--- config.mk ---
export PLATFORM = sky130hd
export DESIGN_NAME = wb_port_arbiter_flat
export DESIGN_NICKNAME = d
export VERILOG_FILES = /design/src/rtl/wb_port_arbiter_if.sv /design/src/rtl/wb_port_arbiter.sv /design/src/flat_wrapper.sv
export SDC_FILE = /design/constraint.sdc
export NUM_CORES = 1
export LEC_CHECK = 0
export CAP_MARGIN = 5
export CORE_AREA = 5 5 107 109
export CTS_BUF_LIST = sky130_fd_sc_hd__clkbuf_2
export CTS_CLUSTER_SIZE = 8
export DETAILED_ROUTE_END_ITERATION = 10
export DIE_AREA = 0 0 112 114
export HOLD_SLACK_MARGIN = 0.12
export PLACE_DENSITY = 0.68
export SETUP_SLACK_MARGIN = 0.1
export SLEW_MARGIN = 20
export SYNTH_ARGS = -nofsm -noshare
export SYNTH_HDL_FRONTEND = slang
export SYNTH_SLANG_ARGS = --single-unit
--- constraint.sdc ---
create_clock -name clk -period 3.7 [get_ports clk]
set_clock_uncertainty 0.2 [all_clocks]
set_input_delay 0.37 -clock clk [delete_from_list [all_inputs] [get_ports clk]]
set_output_delay 0.37 -clock clk [all_outputs]
set_load 0.02 [all_outputs]
--- src/rtl/wb_port_arbiter_if.sv ---
// rtl/wb_port_arbiter_if.sv - writeback port arbiter bus interface
//
// Purpose: bundles the pipeline writeback slot, the long-latency return
// channel and the register-file write port of wb_port_arbiter.
// Signals:
//   pipe_valid/pipe_regw/pipe_rd/pipe_result : in-order writeback slot
//   lu_valid/lu_ready/lu_rd/lu_data          : long-latency result handshake
//   rf_we/rf_a3/rf_wd                        : register-file write port
//   stall_req                                : writeback bubble request
//   buf_count                                : long-latency FIFO occupancy
// Modports: slave = arbiter side, master = pipeline/unit/register-file side.
interface wb_port_arbiter_if #(
  parameter int XLEN   = 32,
  parameter int REG_AW = 5,
  parameter int DEPTH  = 2
);
  localparam int CNT_W = $clog2(DEPTH + 1);

  logic              pipe_valid;
  logic              pipe_regw;
  logic [REG_AW-1:0] pipe_rd;
  logic [XLEN-1:0]   pipe_result;
  logic              lu_valid;
  logic              lu_ready;
  logic [REG_AW-1:0] lu_rd;
  logic [XLEN-1:0]   lu_data;
  logic              rf_we;
  logic [REG_AW-1:0] rf_a3;
  logic [XLEN-1:0]   rf_wd;
  logic              stall_req;
  logic [CNT_W-1:0]  buf_count;

  modport slave (
    input  pipe_valid, pipe_regw, pipe_rd, pipe_result,
    input  lu_valid, lu_rd, lu_data,
    output lu_ready, rf_we, rf_a3, rf_wd, stall_req, buf_count
  );

  modport master (
    output pipe_valid, pipe_regw, pipe_rd, pipe_result,
    output lu_valid, lu_rd, lu_data,
    input  lu_ready, rf_we, rf_a3, rf_wd, stall_req, buf_count
  );
endinterface

--- src/rtl/wb_port_arbiter.sv ---
// rtl/wb_port_arbiter.sv - register-file write port arbiter with long-latency FIFO
//
// Purpose: the pipeline writeback always owns the write port; long-latency
// results wait in a small FIFO and drain into free cycles. A head that has
// waited STARVE_LIMIT cycles raises stall_req. Queued writes overtaken by a
// younger pipeline write to the same register are killed and discarded.
// Ports:
//   clk   : clock, rising edge
//   rst_n : asynchronous active-low reset
//   bus   : wb_port_arbiter_if.slave (writeback slot, long-latency channel,
//           register-file write port, stall_req, buf_count)
module wb_port_arbiter #(
  parameter int XLEN         = 32,
  parameter int REG_AW       = 5,
  parameter int DEPTH        = 2,
  parameter int STARVE_LIMIT = 4
) (
  input  logic              clk,
  input  logic              rst_n,
  wb_port_arbiter_if.slave  bus
);
  localparam int CNT_W = $clog2(DEPTH + 1);
  localparam int PTR_W = (DEPTH > 1) ? $clog2(DEPTH) : 1;
  localparam int SW    = $clog2(STARVE_LIMIT + 1);

  logic [REG_AW-1:0] r_rd   [DEPTH];
  logic [XLEN-1:0]   r_data [DEPTH];
  logic [DEPTH-1:0]  r_vld;
  logic [DEPTH-1:0]  r_kill;
  logic [PTR_W-1:0]  r_rptr;
  logic [PTR_W-1:0]  r_wptr;
  logic [CNT_W-1:0]  r_count;
  logic [SW-1:0]     r_starve;
  logic              r_stall;

  logic w_empty;
  logic w_full;
  logic w_pipe_win;
  logic w_head_kill;
  logic w_pop;
  logic w_drain;
  logic w_push;

  function automatic logic [PTR_W-1:0] ptr_inc(input logic [PTR_W-1:0] p);
    return (p == PTR_W'(DEPTH - 1)) ? '0 : p + 1'b1;
  endfunction

  assign w_empty     = (r_count == '0);
  assign w_full      = (r_count == CNT_W'(DEPTH));
  // Gated by rst_n so the port is quiet while reset is held, not just after.
  assign w_pipe_win  = rst_n & bus.pipe_valid & bus.pipe_regw & (bus.pipe_rd != '0);
  assign w_head_kill = r_kill[r_rptr];
  // A killed head leaves even when the pipeline owns the port; it never writes.
  assign w_pop       = !w_empty & (w_head_kill | !w_pipe_win);
  assign w_drain     = w_pop & !w_head_kill;
  // Writes to x0 complete the handshake but are dropped.
  assign w_push      = bus.lu_valid & !w_full & (bus.lu_rd != '0);

  assign bus.lu_ready  = !w_full;
  assign bus.stall_req = r_stall;
  assign bus.buf_count = r_count;

  always_comb begin
    bus.rf_we = 1'b0;
    bus.rf_a3 = '0;
    bus.rf_wd = '0;
    if (w_pipe_win) begin
      bus.rf_we = 1'b1;
      bus.rf_a3 = bus.pipe_rd;
      bus.rf_wd = bus.pipe_result;
    end else if (w_drain) begin
      bus.rf_we = 1'b1;
      bus.rf_a3 = r_rd[r_rptr];
      bus.rf_wd = r_data[r_rptr];
    end
  end

  always_ff @(posedge clk) begin
    if (w_push) begin
      r_rd[r_wptr]   <= bus.lu_rd;
      r_data[r_wptr] <= bus.lu_data;
    end
  end

  always_ff @(posedge clk or negedge rst_n) begin
    if (!rst_n) begin
      r_vld    <= '0;
      r_kill   <= '0;
      r_rptr   <= '0;
      r_wptr   <= '0;
      r_count  <= '0;
      r_starve <= '0;
      r_stall  <= 1'b0;
    end else begin
      // Only resident entries are compared; the slot being filled this cycle
      // is not valid yet, so a same-cycle arrival escapes the kill.
      for (int i = 0; i < DEPTH; i++) begin
        if (w_pipe_win && r_vld[i] && (r_rd[i] == bus.pipe_rd)) begin
          r_kill[i] <= 1'b1;
        end
      end
      if (w_pop) begin
        r_vld[r_rptr] <= 1'b0;
        r_rptr        <= ptr_inc(r_rptr);
      end
      if (w_push) begin
        r_vld[r_wptr]  <= 1'b1;
        r_kill[r_wptr] <= 1'b0;
        r_wptr         <= ptr_inc(r_wptr);
      end
      if (w_push && !w_pop) begin
        r_count <= r_count + 1'b1;
      end else if (!w_push && w_pop) begin
        r_count <= r_count - 1'b1;
      end
      // A non-empty FIFO that does not pop always has a live head.
      if (w_empty || w_pop) begin
        r_starve <= '0;
      end else if (r_starve != SW'(STARVE_LIMIT)) begin
        r_starve <= r_starve + 1'b1;
      end
      r_stall <= !w_empty && !w_pop && (r_starve == SW'(STARVE_LIMIT));
    end
  end
endmodule

--- src/flat_wrapper.sv ---
// flat-port wrapper written by rule: the top's interface ports become plain ports
module wb_port_arbiter_flat 
#(
  parameter int XLEN         = 32,
  parameter int REG_AW       = 5,
  parameter int DEPTH        = 2,
  parameter int STARVE_LIMIT = 4
)
  (clk, rst_n, bus_pipe_valid, bus_pipe_regw, bus_pipe_rd, bus_pipe_result, bus_lu_valid, bus_lu_rd, bus_lu_data, bus_lu_ready, bus_rf_we, bus_rf_a3, bus_rf_wd, bus_stall_req, bus_buf_count);
  wb_port_arbiter_if #(.XLEN(XLEN), .REG_AW(REG_AW), .DEPTH(DEPTH)) bus_i ();
  input  logic clk;
  input  logic rst_n;
  input wire logic [$bits(bus_i.pipe_valid)-1:0] bus_pipe_valid;
  input wire logic [$bits(bus_i.pipe_regw)-1:0] bus_pipe_regw;
  input wire logic [$bits(bus_i.pipe_rd)-1:0] bus_pipe_rd;
  input wire logic [$bits(bus_i.pipe_result)-1:0] bus_pipe_result;
  input wire logic [$bits(bus_i.lu_valid)-1:0] bus_lu_valid;
  input wire logic [$bits(bus_i.lu_rd)-1:0] bus_lu_rd;
  input wire logic [$bits(bus_i.lu_data)-1:0] bus_lu_data;
  output wire logic [$bits(bus_i.lu_ready)-1:0] bus_lu_ready;
  output wire logic [$bits(bus_i.rf_we)-1:0] bus_rf_we;
  output wire logic [$bits(bus_i.rf_a3)-1:0] bus_rf_a3;
  output wire logic [$bits(bus_i.rf_wd)-1:0] bus_rf_wd;
  output wire logic [$bits(bus_i.stall_req)-1:0] bus_stall_req;
  output wire logic [$bits(bus_i.buf_count)-1:0] bus_buf_count;
  assign bus_i.pipe_valid = bus_pipe_valid;
  assign bus_i.pipe_regw = bus_pipe_regw;
  assign bus_i.pipe_rd = bus_pipe_rd;
  assign bus_i.pipe_result = bus_pipe_result;
  assign bus_i.lu_valid = bus_lu_valid;
  assign bus_i.lu_rd = bus_lu_rd;
  assign bus_i.lu_data = bus_lu_data;
  assign bus_lu_ready = bus_i.lu_ready;
  assign bus_rf_we = bus_i.rf_we;
  assign bus_rf_a3 = bus_i.rf_a3;
  assign bus_rf_wd = bus_i.rf_wd;
  assign bus_stall_req = bus_i.stall_req;
  assign bus_buf_count = bus_i.buf_count;
  wb_port_arbiter #(.XLEN(XLEN), .REG_AW(REG_AW), .DEPTH(DEPTH), .STARVE_LIMIT(STARVE_LIMIT)) u_core (.clk(clk), .rst_n(rst_n), .bus(bus_i));
endmodule
==> run_results.csv <==
group,metric,value,unit
finish,register_area,2520,um2
global_routing,grt_pass1_vias,2673,
die,rows,38,
finish,area_delta_synth_final,36.6,%
detailed_routing,wl_per_cell,15.4,um
finish,stdcell_area,5490,um2
critical_path,reg2reg_slack,1.19,ns
global_routing,grt_pass1_wl,13.2,mm
critical_path,arrival,2.86,ns
timing,setup_viol,0,
critical_path,path_max_fanout,27,
timing,tightestPinTransition,0.944,ns
synthesis,synth.area.top_cells,"edfxtp_1 55%, o31ai_2 11%, mux2i_1 9.0%, dfrtp_1 7.5%, nand2_1 3.7%",
critical_path,critPathCaptureType,"output port",
timing,rsz0062_at_grt,"no",
synthesis,netlist.area_leader.share,0.553,
timing,period_share,0.928,
die,die_height,114,um
synthesis,synth_edf_count,74,
clock_tree,cts_root_buf,"clkbuf_2",
timing,report.final.hold_viol_count,0,
finish,finish.utilization,0.523,
synthesis,synth_area_leader_cell,"edfxtp_1",
global_routing,antenna_found_initial,0,
status,outcome,"finished clean",
timing,finalCriticalPeriod,3.43,ns
finish,drive_above_1_share,0.167,
global_routing,overflow,0,
critical_path,required,3.13,ns
global_routing,grt-busiest-layer,"met2",
critical_path,critPathLaunch,"bus_pipe_rd[2]",
clock_tree,htreeDepth,3,
flow_run,max-cap-violations,0,
placed_design,placed_area,5360,um2
finish,multiInputGateArea,1390,um2
synthesis,avgSynthCellArea,14.6,um2
critical_path,endpoint,"bus_rf_wd[17]",
placed_design,place_congestion,0.718,
synthesis,ys_async_sr_fraction,0.140,
timing,fmax,0.291,GHz
critical_path,rr_startpoint,"u_core.bus.buf_count[0]",
pwr,irDropWorstVdd,0.582,mV
critical_path,path_class,"primary input to output port",
timing,finalSetupTns,0,ns
clock_tree,cts.sink_count,86,
pwr,p_leak,1.99,nW
finish,antenna_cells,0,
global_routing,gr-usage-met1,0.161,
clock_tree,cts_buffers,9,
timing,hold-worst-slack,0.210,ns
clock_tree,clockBufferDepth,2,
clock_tree,cts_tree,"built",
clock_tree,insertion_delay,0.50,ns
die,initial_core_util,0.383,
die,floorplan.die_area,12800,um2
finish,final_nets,478,
detailed_routing,dr.first_iter.drc_count,98,
synthesis,yosysWarnings,0,
clock_tree,clk_pin_slew_worst_paths,0.26,ns
detailed_routing,wl,8.32,mm
timing,slew_violations,0,
synthesis,yosysUniqueCellTypes,35,
placed_design,hpwl,5.91,mm
detailed_routing,vias_per_cell,4.80,
pwr,cellPowerDensity,682,nW/um2
finish,n_fill_cell,916,
global_routing,use_met2,0.226,
clock_tree,cts_setup_buffers,0,
die,chipWidth,112,um
global_routing,grt_max_degree,45,
synthesis,synth_area,4020,um2
timing,slew-limit-headroom,0.371,
detailed_routing,firstDrtPassIters,4,
critical_path,worstRegToRegCells,4,
synthesis,ys_seq_area_frac,0.627,
synthesis,synth-main-ff-cell,"edfxtp_1",
global_routing,grt_usage,0.130,
detailed_routing,post-route-drc-count,0,
die,ios,121,
synthesis,synth_seq_cells,86,
placed_design,numPortBuffers,120,
synthesis,syn_nets,358,
critical_path,r2r_end,"u_core.r_data[0][20]",
global_routing,grt_util_met3,0.0286,
detailed_routing,vias,2596,
die,fp.coreArea,10500,um2
hold_path,hp-class,"primary input to register",
detailed_routing,postRouteAntennaNets,0,
synthesis,syn_inst,276,
critical_path,startpoint_type,"primary input",
[where the power goes]
group / total (W) / switching (W) / internal, W
Sequential: 0.00140 / 0.0000890 / 0.00131
Combinational: 0.00185 / 0.000985 / 0.000864
Clock: 0.000497 / 0.000333 / 0.000164
[routing by layer]
| metal | wire, um | vias to the layer above |
|---|---|---|
| li1 | - | 1277 |
| met1 | 3600 | 1245 |
| met5 | 0 | - |
| met2 | 4250 | 67 |
| met3 | 394 | 7 |
| met4 | 81 | 0 |
[cell usage after synthesis (2+ instances only)]
master    number
o21a_1         2
nand2_1       40
clkbuf_1       5
ha_1           3
mux2i_1       36
xor2_1        10
mux2_2         2
inv_1          4
o31ai_2       36
a21oi_1        4
nor4_1         2
a21o_1         2
buf_6          5
buf_2          7
or4_1          2
xnor2_1        5
nor2_1         9
edfxtp_1      74
dfrtp_1       12
[worst min path at each step]
stage | from | endpoint | cells past startpoint
CTS | bus_lu_data[8] | u_core.r_data[0][8] | 1
global placement | u_core.r_vld[1] | u_core.r_vld[1] | 1
detailed placement | u_core.r_vld[1] | u_core.r_vld[1] | 1
floorplan | rst_n | u_core.bus.buf_count[0] | 0
global route | bus_lu_data[8] | u_core.r_data[0][8] | 1
finish | bus_lu_data[26] | u_core.r_data[1][26] | 1
[what timing repair did]
| item | CTS | global route |
|---|---|---|
| resized for setup | 1 | 0 |
| setup endpoints to repair | 34 | 0 |
| hold buffers | 1 | 0 |
| hold endpoints to repair | 12 | 0 |
[cells in the final DEF, fill, tap and decap left out, types with 2 or more instances in the layout]
master,n
clkdlybuf4s50_1,120
edfxtp_1,74
nand2_1,40
mux2i_1,36
o31ai_2,36
dfrtp_1,11
xor2_1,10
clkbuf_2,9
nor2_1,8
xnor2_1,5
buf_4,5
inv_1,4
a21oi_1,4
ha_1,3
or4_1,2
mux2_2,2
nor4_1,2
a21o_1,2
inv_6,2
clkinvlp_4,2
[through the flow]
step	total power (W)	instances	setup slack (ns)
global placement	0.00327	524	0.314
CTS	0.00381	541	0.262
floorplan	0.00256	276	0.388
detailed placement	0.00330	524	0.256
global route	0.00395	541	0.165
finish	0.00374	541	0.267
[sequential cells by signal (all words and copies together) (netlist names)]
signal and flops:
u_core.r_rptr 1, u_core.r_kill 2, u_core.bus.buf_count 2, u_core.r_wptr 1
u_core.bus.stall_req 1, u_core.r_starve 3, u_core.r_data 64, u_core.r_rd 10
u_core.r_vld 2
[logic make-up (layout without fill, tap and decap cells)]
logic type,count (synthesis),in the layout,synth area share
AO/OA/AOI/OAI,51,51,0.138
XOR/XNOR,15,15,0.0327
adder cells (fa/ha/maj),3,3,0.00934
buffers and inverters,22,147,0.0330
multiplexers,38,38,0.0952
flip-flops,86,86,0.627
AND/OR/NAND/NOR,61,61,0.0644
[critical path, cell delays in order]
cell	delay, ns
clkdlybuf4s50_1	0.49
or4_1	0.60
o21a_4	0.23
buf_4	0.24
o31ai_2	0.28
clkdlybuf4s50_1	0.65
[cell type report]
cell class                 instances  area share
multi-input combinational        168       0.252
clock buffer                       9     0.00820
inverter                           4     0.00273
sequential                        86       0.460
clock inverter                     7      0.0144
tap                              140      0.0319
timing repair buffer             127       0.231
Note: power is estimated with default switching activity, not from simulation.
